`config.mk`:
```
export PLATFORM = sky130hd
export DESIGN_NAME = chip8_fetch_flat
export DESIGN_NICKNAME = d
export VERILOG_FILES = /design/src/rtl/chip8_pkg.sv /design/src/rtl/chip8_fetch_if.sv /design/src/rtl/chip8_fetch.sv /design/src/flat_wrapper.sv
export SDC_FILE = /design/constraint.sdc
export NUM_CORES = 1
export LEC_CHECK = 0
export BUFFER_PORTS_ARGS = -buffer_cell sky130_fd_sc_hd__buf_2
export CAP_MARGIN = 30
export CORE_ASPECT_RATIO = 0.75
export CORE_MARGIN = 8
export CORE_UTILIZATION = 50
export DETAILED_ROUTE_END_ITERATION = 8
export PLACE_DENSITY = 0.78
export SETUP_SLACK_MARGIN = 0.1
export SLEW_MARGIN = 20
export SYNTH_ARGS = -nofsm -noshare
export SYNTH_HDL_FRONTEND = slang
export SYNTH_SLANG_ARGS = --single-unit
```
`constraint.sdc`:
```
create_clock -name clk -period 1.8 [get_ports clk]
set_clock_uncertainty 0.1 [all_clocks]
set_input_delay 0.27 -clock clk [delete_from_list [all_inputs] [get_ports clk]]
set_output_delay 0.27 -clock clk [all_outputs]
set_load 0.005 [all_outputs]
```
`src/rtl/chip8_pkg.sv`:
```
// Shared CHIP-8 definitions: address width, reset PC, fetch FSM states and
// opcode field extractors used by both the fetch stage and the execute core.
package chip8_pkg;
  localparam int          CHIP8_ADDR_W = 12;
  localparam logic [11:0] RESET_PC     = 12'h200;

  typedef enum logic [2:0] {
    IDLE, REQ_HI, WAIT_HI, REQ_LO, WAIT_LO, VALID, DRAIN
  } fetch_state_e;

  function automatic logic [3:0]  op_x  (input logic [15:0] op); return op[11:8]; endfunction
  function automatic logic [3:0]  op_y  (input logic [15:0] op); return op[7:4];  endfunction
  function automatic logic [3:0]  op_n  (input logic [15:0] op); return op[3:0];  endfunction
  function automatic logic [7:0]  op_kk (input logic [15:0] op); return op[7:0];  endfunction
  function automatic logic [11:0] op_nnn(input logic [15:0] op); return op[11:0]; endfunction
endpackage

```
`src/rtl/chip8_fetch_if.sv`:
```
// Fetch-stage bus: request/flush from control, byte memory port, opcode handshake.
interface chip8_fetch_if
  import chip8_pkg::*;
#(parameter int ADDR_W = CHIP8_ADDR_W);
  logic              fetch_req;
  logic [ADDR_W-1:0] fetch_pc;
  logic              flush;
  logic              busy;
  logic              mem_rd;
  logic [ADDR_W-1:0] mem_addr;
  logic [7:0]        mem_rdata;
  logic              mem_rvalid;
  logic [15:0]       instr;
  logic              instr_valid;
  logic              instr_ready;
  logic              fetch_err;

  modport master (
    input  fetch_req, fetch_pc, flush, mem_rdata, mem_rvalid, instr_ready,
    output busy, mem_rd, mem_addr, instr, instr_valid, fetch_err
  );
  modport slave (
    output fetch_req, fetch_pc, flush, mem_rdata, mem_rvalid, instr_ready,
    input  busy, mem_rd, mem_addr, instr, instr_valid, fetch_err
  );
endinterface

```
`src/rtl/chip8_fetch.sv`:
```
// CHIP-8 instruction fetch: two byte reads at pc and pc+1, assembled big-endian,
// presented over valid/ready; supports flush and a memory response timeout.
module chip8_fetch
  import chip8_pkg::*;
#(
  parameter int ADDR_W   = CHIP8_ADDR_W,
  parameter int MAX_WAIT = 15
) (
  input  logic          clk,
  input  logic          rst_n,
  chip8_fetch_if.master bus
);
  localparam int            CW  = $clog2(MAX_WAIT + 1);
  localparam logic [CW-1:0] LIM = CW'(MAX_WAIT - 1);

  fetch_state_e      state_q, state_d;
  logic [ADDR_W-1:0] pc_q;
  logic [CW-1:0]     cnt_q;
  logic [15:0]       instr_q;
  logic              err_q;
  logic              waiting, expire, accept;

  assign waiting = (state_q == WAIT_HI) || (state_q == WAIT_LO) || (state_q == DRAIN);
  assign expire  = waiting && !bus.mem_rvalid && (cnt_q == LIM);
  assign accept  = (state_q == IDLE) && bus.fetch_req && !bus.flush;

  always_ff @(posedge clk or negedge rst_n) begin
    if (!rst_n) state_q <= IDLE;
    else        state_q <= state_d;
  end

  always_comb begin
    state_d = state_q;
    case (state_q)
      IDLE:    if (accept) state_d = REQ_HI;
      REQ_HI:  state_d = bus.flush ? IDLE : WAIT_HI;
      WAIT_HI: begin
        // A response coinciding with flush is simply dropped; nothing left to drain.
        if (bus.mem_rvalid)  state_d = bus.flush ? IDLE : REQ_LO;
        else if (bus.flush)  state_d = DRAIN;
        else if (expire)     state_d = IDLE;
      end
      REQ_LO:  state_d = bus.flush ? IDLE : WAIT_LO;
      WAIT_LO: begin
        if (bus.mem_rvalid)  state_d = bus.flush ? IDLE : VALID;
        else if (bus.flush)  state_d = DRAIN;
        else if (expire)     state_d = IDLE;
      end
      VALID:   if (bus.instr_ready || bus.flush) state_d = IDLE;
      DRAIN:   if (bus.mem_rvalid || expire)     state_d = IDLE;
      default: state_d = IDLE;
    endcase
  end

  always_ff @(posedge clk or negedge rst_n) begin
    if (!rst_n) begin
      pc_q    <= '0;
      cnt_q   <= '0;
      instr_q <= 16'h0000;
      err_q   <= 1'b0;
    end else begin
      if (accept) pc_q <= bus.fetch_pc;
      // Staying in a wait state implies no response this cycle; any entry restarts at 0.
      cnt_q <= (waiting && state_d == state_q) ? cnt_q + CW'(1) : '0;
      err_q <= expire && (state_d == IDLE);
      if (state_q == WAIT_HI && bus.mem_rvalid && !bus.flush) instr_q[15:8] <= bus.mem_rdata;
      if (state_q == WAIT_LO && bus.mem_rvalid && !bus.flush) instr_q[7:0]  <= bus.mem_rdata;
    end
  end

  always_comb begin
    bus.mem_rd   = 1'b0;
    bus.mem_addr = '0;
    if ((state_q == REQ_HI || state_q == REQ_LO) && !bus.flush) begin
      bus.mem_rd   = 1'b1;
      bus.mem_addr = (state_q == REQ_LO) ? pc_q + ADDR_W'(1) : pc_q;
    end
    bus.busy        = (state_q != IDLE);
    bus.instr_valid = (state_q == VALID);
    bus.instr       = instr_q;
    bus.fetch_err   = err_q;
  end
endmodule

```
`src/flat_wrapper.sv`:
```
// flat-port wrapper written by rule: the top's interface ports become plain ports
module chip8_fetch_flat import chip8_pkg::*;
#(
  parameter int ADDR_W   = CHIP8_ADDR_W,
  parameter int MAX_WAIT = 15
)
  (clk, rst_n, bus_fetch_req, bus_fetch_pc, bus_flush, bus_mem_rdata, bus_mem_rvalid, bus_instr_ready, bus_busy, bus_mem_rd, bus_mem_addr, bus_instr, bus_instr_valid, bus_fetch_err);
  chip8_fetch_if #(.ADDR_W(ADDR_W)) bus_i ();
  input  logic clk;
  input  logic rst_n;
  input wire logic [$bits(bus_i.fetch_req)-1:0] bus_fetch_req;
  input wire logic [$bits(bus_i.fetch_pc)-1:0] bus_fetch_pc;
  input wire logic [$bits(bus_i.flush)-1:0] bus_flush;
  input wire logic [$bits(bus_i.mem_rdata)-1:0] bus_mem_rdata;
  input wire logic [$bits(bus_i.mem_rvalid)-1:0] bus_mem_rvalid;
  input wire logic [$bits(bus_i.instr_ready)-1:0] bus_instr_ready;
  output wire logic [$bits(bus_i.busy)-1:0] bus_busy;
  output wire logic [$bits(bus_i.mem_rd)-1:0] bus_mem_rd;
  output wire logic [$bits(bus_i.mem_addr)-1:0] bus_mem_addr;
  output wire logic [$bits(bus_i.instr)-1:0] bus_instr;
  output wire logic [$bits(bus_i.instr_valid)-1:0] bus_instr_valid;
  output wire logic [$bits(bus_i.fetch_err)-1:0] bus_fetch_err;
  assign bus_i.fetch_req = bus_fetch_req;
  assign bus_i.fetch_pc = bus_fetch_pc;
  assign bus_i.flush = bus_flush;
  assign bus_i.mem_rdata = bus_mem_rdata;
  assign bus_i.mem_rvalid = bus_mem_rvalid;
  assign bus_i.instr_ready = bus_instr_ready;
  assign bus_busy = bus_i.busy;
  assign bus_mem_rd = bus_i.mem_rd;
  assign bus_mem_addr = bus_i.mem_addr;
  assign bus_instr = bus_i.instr;
  assign bus_instr_valid = bus_i.instr_valid;
  assign bus_fetch_err = bus_i.fetch_err;
  chip8_fetch #(.ADDR_W(ADDR_W), .MAX_WAIT(MAX_WAIT)) u_core (.clk(clk), .rst_n(rst_n), .bus(bus_i));
endmodule
```
==> metrics, run 1 <==
critical path fanouts, max=5; Max clock buf depth=2; Top FF cell, synth=dfrtp_1; vias in the first global route=~1.6k; Iter 0 DRT Violations=just under 100; dpl cell area=0.00231 mm2; Worst-path clk slew=70 ps; Async SR Flop Fraction=100%; Post-Syn Instances=about 160; CP Capture Type=output pin; Final Non-Filler Cells=295; Seq pwr share=37.2%; first-pass GRT wire length=between 7000 and 8000 um; clk_lat worst skew=290 ps; Horiz. Die Dim=86.2 um; RSZ-0062 raised after global routing=true; Core ar.=~0.0036 mm2; GPL Wtd Cong=0.801; P_leak=roughly 0.0012 uW; largest net degree at the start of global routing=37; top post-synthesis cells by area=dfrtp_1 49%, mux2_2 12%, mux2_1 6.1%; vias per inst=5.21; max_cap viols=0; Slew @ Worst Pin=446 ps; Root Buffer=clkbuf_8; multi-input logic area=968 um2; setup_tns=-1980 ps; first drt pass iteration count=4; worst setup margin=-298 ps; endpoints failing setup=9; status=complete, but fails checks; ANT cells=0; CTS tree=built; Period minus WS final=2100 ps; Final ANT Viol Nets=0; kind of critical path=register to output pin; I/O pins=a little under 60; FMAX=roughly 480 MHz; top-count cell post-synth=dfrtp_1; Crit path largest cell delay=450 ps; Synth Net Count=190; sequential share of the synthesized area=between 40% and 50%; sequential cell area=905 um2; Sw Pwr=1300 uW; initial antenna violation count=0; CP required=1430 ps; CTS sink cnt=36; clock power share=18.0%; final core utilization=70.9%; Comb power frac=approximately 45%; fillers=258; CP arrival=1730 ps; drt total wl=4550 um; layout cells sized above 1=about half; normalized max-slew margin=between 70% and 80%; pwr dens=around 1500 mW/mm2; Yosys warnings=0; Synth Area per Inst=11.5 um2; Port Buffers=57; Max Slew Vio Count=0; HP Class=input pin to register; Site Rows=19; commonest cells in the netlist=36 x dfrtp_1, 20 x mux2_2, 17 x nor2_1, 10 x mux2_1, 7 x nand2_1; Total Routing Usage GR=15.7%; area leader, netlist=dfrtp_1; detailed-route via count=between 1.5k and 2k; Netlist Area Pre-Place=0.00185 mm2; CP max stage cell=or3_1; number of buffers created by CTS=5; EDFF count, synth=0; Seq cells post-synth=36; sw frac=34.2%; routed length per instance=15.4 um; Tcrit/Tclk final=117%; Vert. Die Dim=68.6 um; Internal Power=2490 uW; Yosys top cell area share=48.8%; Hold Fails Final Rpt=0; placed cells=282; Die ar.=0.00591 mm2; NumNets Final=271; crit start category=register; Cell Chain, Critical Path=nand4b_1 > or3_1 > a21oi_2 > buf_2; violated checks=negative setup slack; Initial Util=51.4%; DP Wirelength=3310 um; GRT Residual Overflow=0; area delta synth->final=37.8%; Unique masters post-synth=38; VDD IR-drop max=0.882 mV; htree depth=2; Post-Layout Inst Area=0.00254 mm2; # DRC=0
[timing repair]
| action | 4_1_cts | 5_1_grt |
|---|---|---|
| hold buffers | 1 | 0 |
| gates resized for setup | 5 | 18 |
| gates cloned | 0 | 1 |
| endpoints found under the setup margin | 13 | 32 |
| endpoints found under the hold margin | 36 | 0 |
| pin swaps | 6 | 9 |
| buffers inserted | 1 | 2 |
[logic make-up (layout without fill, tap and decap cells)]
kind of cell             after synthesis  count (layout)  share of synthesized area (%)
adder cells (fa/ha/maj)                4               4                           2.58
AND/OR/NAND/NOR                       58              58                           18.3
buffers and inverters                 10              92                           2.37
AO/OA/AOI/OAI                         10              10                           3.39
flip-flops                            36              36                           48.8
multiplexers                          31              31                           18.8
XOR/XNOR                              12              12                           5.69
[power groups by stage]
stage                     clock [uW]  sequential (uW)  combinational, uW
final                            682             1410               1700
after global routing             741             1460               1870
after CTS                        700             1390               1590
after detailed placement           0             1390               1560
after global placement             0             1370               1540
after floorplan                    0             1420                807
[worst paths after layout]
kind                                    from                    to  slack [ps]  cells after the start
min reg2reg                  u_core.cnt_q[0]       u_core.cnt_q[0]         400                      1
min                          bus_fetch_pc[0]        u_core.pc_q[0]          90                      2
max reg2reg                u_core.state_q[1]        u_core.pc_q[4]         170                      6
max in group asynchronous              rst_n        u_core.pc_q[1]         810                      3
max                        u_core.state_q[2]       bus_mem_addr[3]        -300                      4
min in group asynchronous              rst_n  u_core.bus.instr[11]         450                      3
[cell type report]
class                   count  share of cell area, %
multi-input cells         115                   38.1
inverters                   3                  0.443
clock buffers               6                   2.85
flip-flops and latches     36                   35.6
repair buffers             81                   19.1
well taps                  52                   2.56
clock inverters             2                   1.38
[cell usage in the layout, fill, tap and decap left out, drive strengths merged, types with 4 or more instances in the layout]
master	netlist	final
dfrtp	36	36
and3	4	4
nand2	7	7
buf	5	80
nand3	6	6
mux2	30	30
nor2	17	17
xor2	6	6
xnor2	6	6
clkbuf	2	6
nand4	6	6
[layer usage]
layer | routed length [um] | global-route usage, % | vias to the layer above
li1 | - | - | 746
met1 | 2120 | 20.3 | 741
met2 | 2060 | 23.8 | 46
met3 | 322 | 5.56 | 5
met4 | 53 | 5.87 | 0
met5 | 0 | 0 | -
[critical path, delay by kind of cell, from the launching register on]
family | cells | cell delay [ps]
AOI/OAI and AO/OA | 1 | 150
DFF | 1 | 400
and+or+nand+nor | 2 | 750
buffers and inverters | 1 | 130
[registers in the layout, indices dropped and copies added, names as in the netlist]
register              cells
u_core.bus.instr         16
u_core.pc_q              12
u_core.state_q            3
u_core.cnt_q              4
u_core.bus.fetch_err      1
[through the flow]
| stage | hold slack (ps) | power, uW | worst slack [ps] |
|---|---|---|---|
| finish | 90.3 | 3780 | -298 |
| global route | 86.4 | 4070 | -362 |
| CTS | 87.5 | 3670 | -223 |
| detailed placement | 243 | 2950 | 74.0 |
| global placement | 236 | 2910 | 99.8 |
| floorplan | -126 | 2230 | 109 |
Note: power is estimated with default switching activity, not from simulation.
==> run 2: changes to the inputs <==
Settings changed: CTS_BUF_LIST from default to sky130_fd_sc_hd__clkbuf_8.
==> run 2 against run 1 <==
The flow still finishes with violations (negative setup slack). Sequential share of layout area is the same. Core utilization did not move. Power is essentially flat. Cell area is the same. Flip-flop and latch count did not move. Via count fell by 0.46%. Count of clock-buffer cells in the layout fell by 1. Critical path type unchanged. Highest routed layer unchanged.
==> metrics, run 2 (synthesized netlist as in run 1, its figures left out) <==
status=complete, but fails checks; violated checks=negative setup slack; Hold Fails Final Rpt=0; CP arrival=1730 ps; first drt pass iteration count=4; CP required=between 1000 and 1500 ps; kind of critical path=register to output pin; vias in the first global route=1553; GRT Residual Overflow=0; max_cap viols=0; vias per inst=between 5 and 6; Slew @ Worst Pin=about 440 ps; ANT cells=0; number of buffers created by CTS=5; routed length per instance=15.4 um; CTS sink cnt=36; Die ar.=about 0.006 mm2; max reg flops=16; Crit path largest cell delay=450 ps; Worst-path clk slew=roughly 70 ps; normalized max-slew margin=70.4%; final core utilization=70.9%; layout cells sized above 1=around 50%; detailed-route via count=1531; initial antenna violation count=0; Seq pwr share=37.2%; CP Capture Type=output pin; Cell Chain, Critical Path=nand4b_1 > or3_1 > a21oi_2 > buf_2; Worst path depth=4; worst slack, placed=74.0 ps; Total Routing Usage GR=around 16%; worst r2r path cells=6; drt total wl=between 4000 and 5000 um; CTS tree=built; endpoints failing setup=9; I/O pins=58; Initial Util=around half; worst setup margin=-299 ps; Port Buffers=57; Site Rows=19; GPL Wtd Cong=0.801; Core ar.=0.00359 mm2; HP Class=input pin to register; clk_lat worst skew=290 ps; setup_tns=-1980 ps; NumNets Final=271; pwr dens=1490 mW/mm2; Vert. Die Dim=68.6 um; P_leak=0.00124 uW; Period minus WS final=2100 ps; Sw Pwr=~1300 uW; Iter 0 DRT Violations=91; commonest cells after routing, fill and taps aside=57 x buf_2, 33 x dfrtp_1, 20 x mux2_2; Final ANT Viol Nets=0; area delta synth->final=37.8%; # DRC=0; commonest non-fill, non-tap cell in the layout=buf_2; DP Wirelength=3310 um; sw frac=~34%; Worst Hold Path Cells=2; Tcrit/Tclk final=117%; Comb power frac=44.8%; CP bufs+invs=1; htree depth=2; clock power share=18.0%; Top delay family on crit path=simple AND/OR/NAND/NOR gates; Internal Power=2480 uW; CP max stage cell=or3_1; FMAX=approximately 480 MHz; Max Slew Vio Count=0; RSZ-0062 raised after global routing=true; Horiz. Die Dim=between 80 and 90 um; first-pass GRT wire length=7200 um; Max clock buf depth=2; largest net degree at the start of global routing=37; VDD IR-drop max=0.884 mV; crit start category=register; critical path fanouts, max=5; Root Buffer=clkbuf_8
-- run 2: changes by cell type in the layout (fill, tap and decap cells not counted) --
cell	previous run	this run
clkbuf_1	1	0
inv_1	3	4
-- run 2: power groups by stage --
stage	sequential [uW]	combinational [uW]	clock [uW]
after floorplan	1420	807	0
after global placement	1370	1540	0
after detailed placement	1390	1560	0
after CTS	1390	1590	695
after global routing	1460	1870	734
final	1410	1700	679
-- run 2: cell type report --
class                           count  area [um2]
Timing Repair Buffer               81         487
Clock buffer                        5        68.8
Fill cell                         258        1050
Inverter                            3        11.3
Multi-Input combinational cell    115         968
Tap cell                           52        65.1
Clock inverter                      3        38.8
Sequential cell                    36         905
-- run 2: worst reg2reg max path, cell delays in order, from the launching register on --
cell,delay [ps]
dfrtp_2,450
buf_6,130
nor2_1,90
buf_4,160
nand3_4,100
buf_6,150
mux2_1,320
-- run 2: final timing paths --
kind / startpoint / to / slack (ps)
max: u_core.state_q[2] / bus_mem_addr[3] / -300
min: bus_fetch_pc[0] / u_core.pc_q[0] / 90
max reg2reg: u_core.state_q[1] / u_core.pc_q[4] / 180
min reg2reg: u_core.cnt_q[0] / u_core.cnt_q[0] / 400
max in group asynchronous: rst_n / u_core.pc_q[1] / 810
min in group asynchronous: rst_n / u_core.bus.instr[11] / 450
-- run 2: metal layers --
| layer | vias up | global-route usage [%] | share of wire [%] |
|---|---|---|---|
| li1 | 744 | - | - |
| met1 | 730 | 20.4 | 46 |
| met2 | 52 | 23.6 | 45 |
| met3 | 5 | 5.56 | 7.4 |
| met4 | 0 | 5.87 | 1.2 |
| met5 | - | 0 | 0 |
-- run 2: stage by stage --
stage | area (um2) | cells | power, uW | hold WS (ps)
final | 2540 | 295 | 3780 | 91.2
after global routing | 2540 | 295 | 4060 | 86.4
after CTS | 2450 | 292 | 3670 | 87.5
after detailed placement | 2310 | 282 | 2950 | 243
after global placement | 2310 | 282 | 2910 | 236
after floorplan | 1850 | 161 | 2230 | -126
-- run 2: timing repair --
item	4_1_cts	5_1_grt
pin swaps	6	9
buffers inserted	1	2
cloned	0	1
hold buffers	1	0
endpoints found under the hold margin	36	0
setup endpoints to repair	13	32
gates resized for setup	5	18
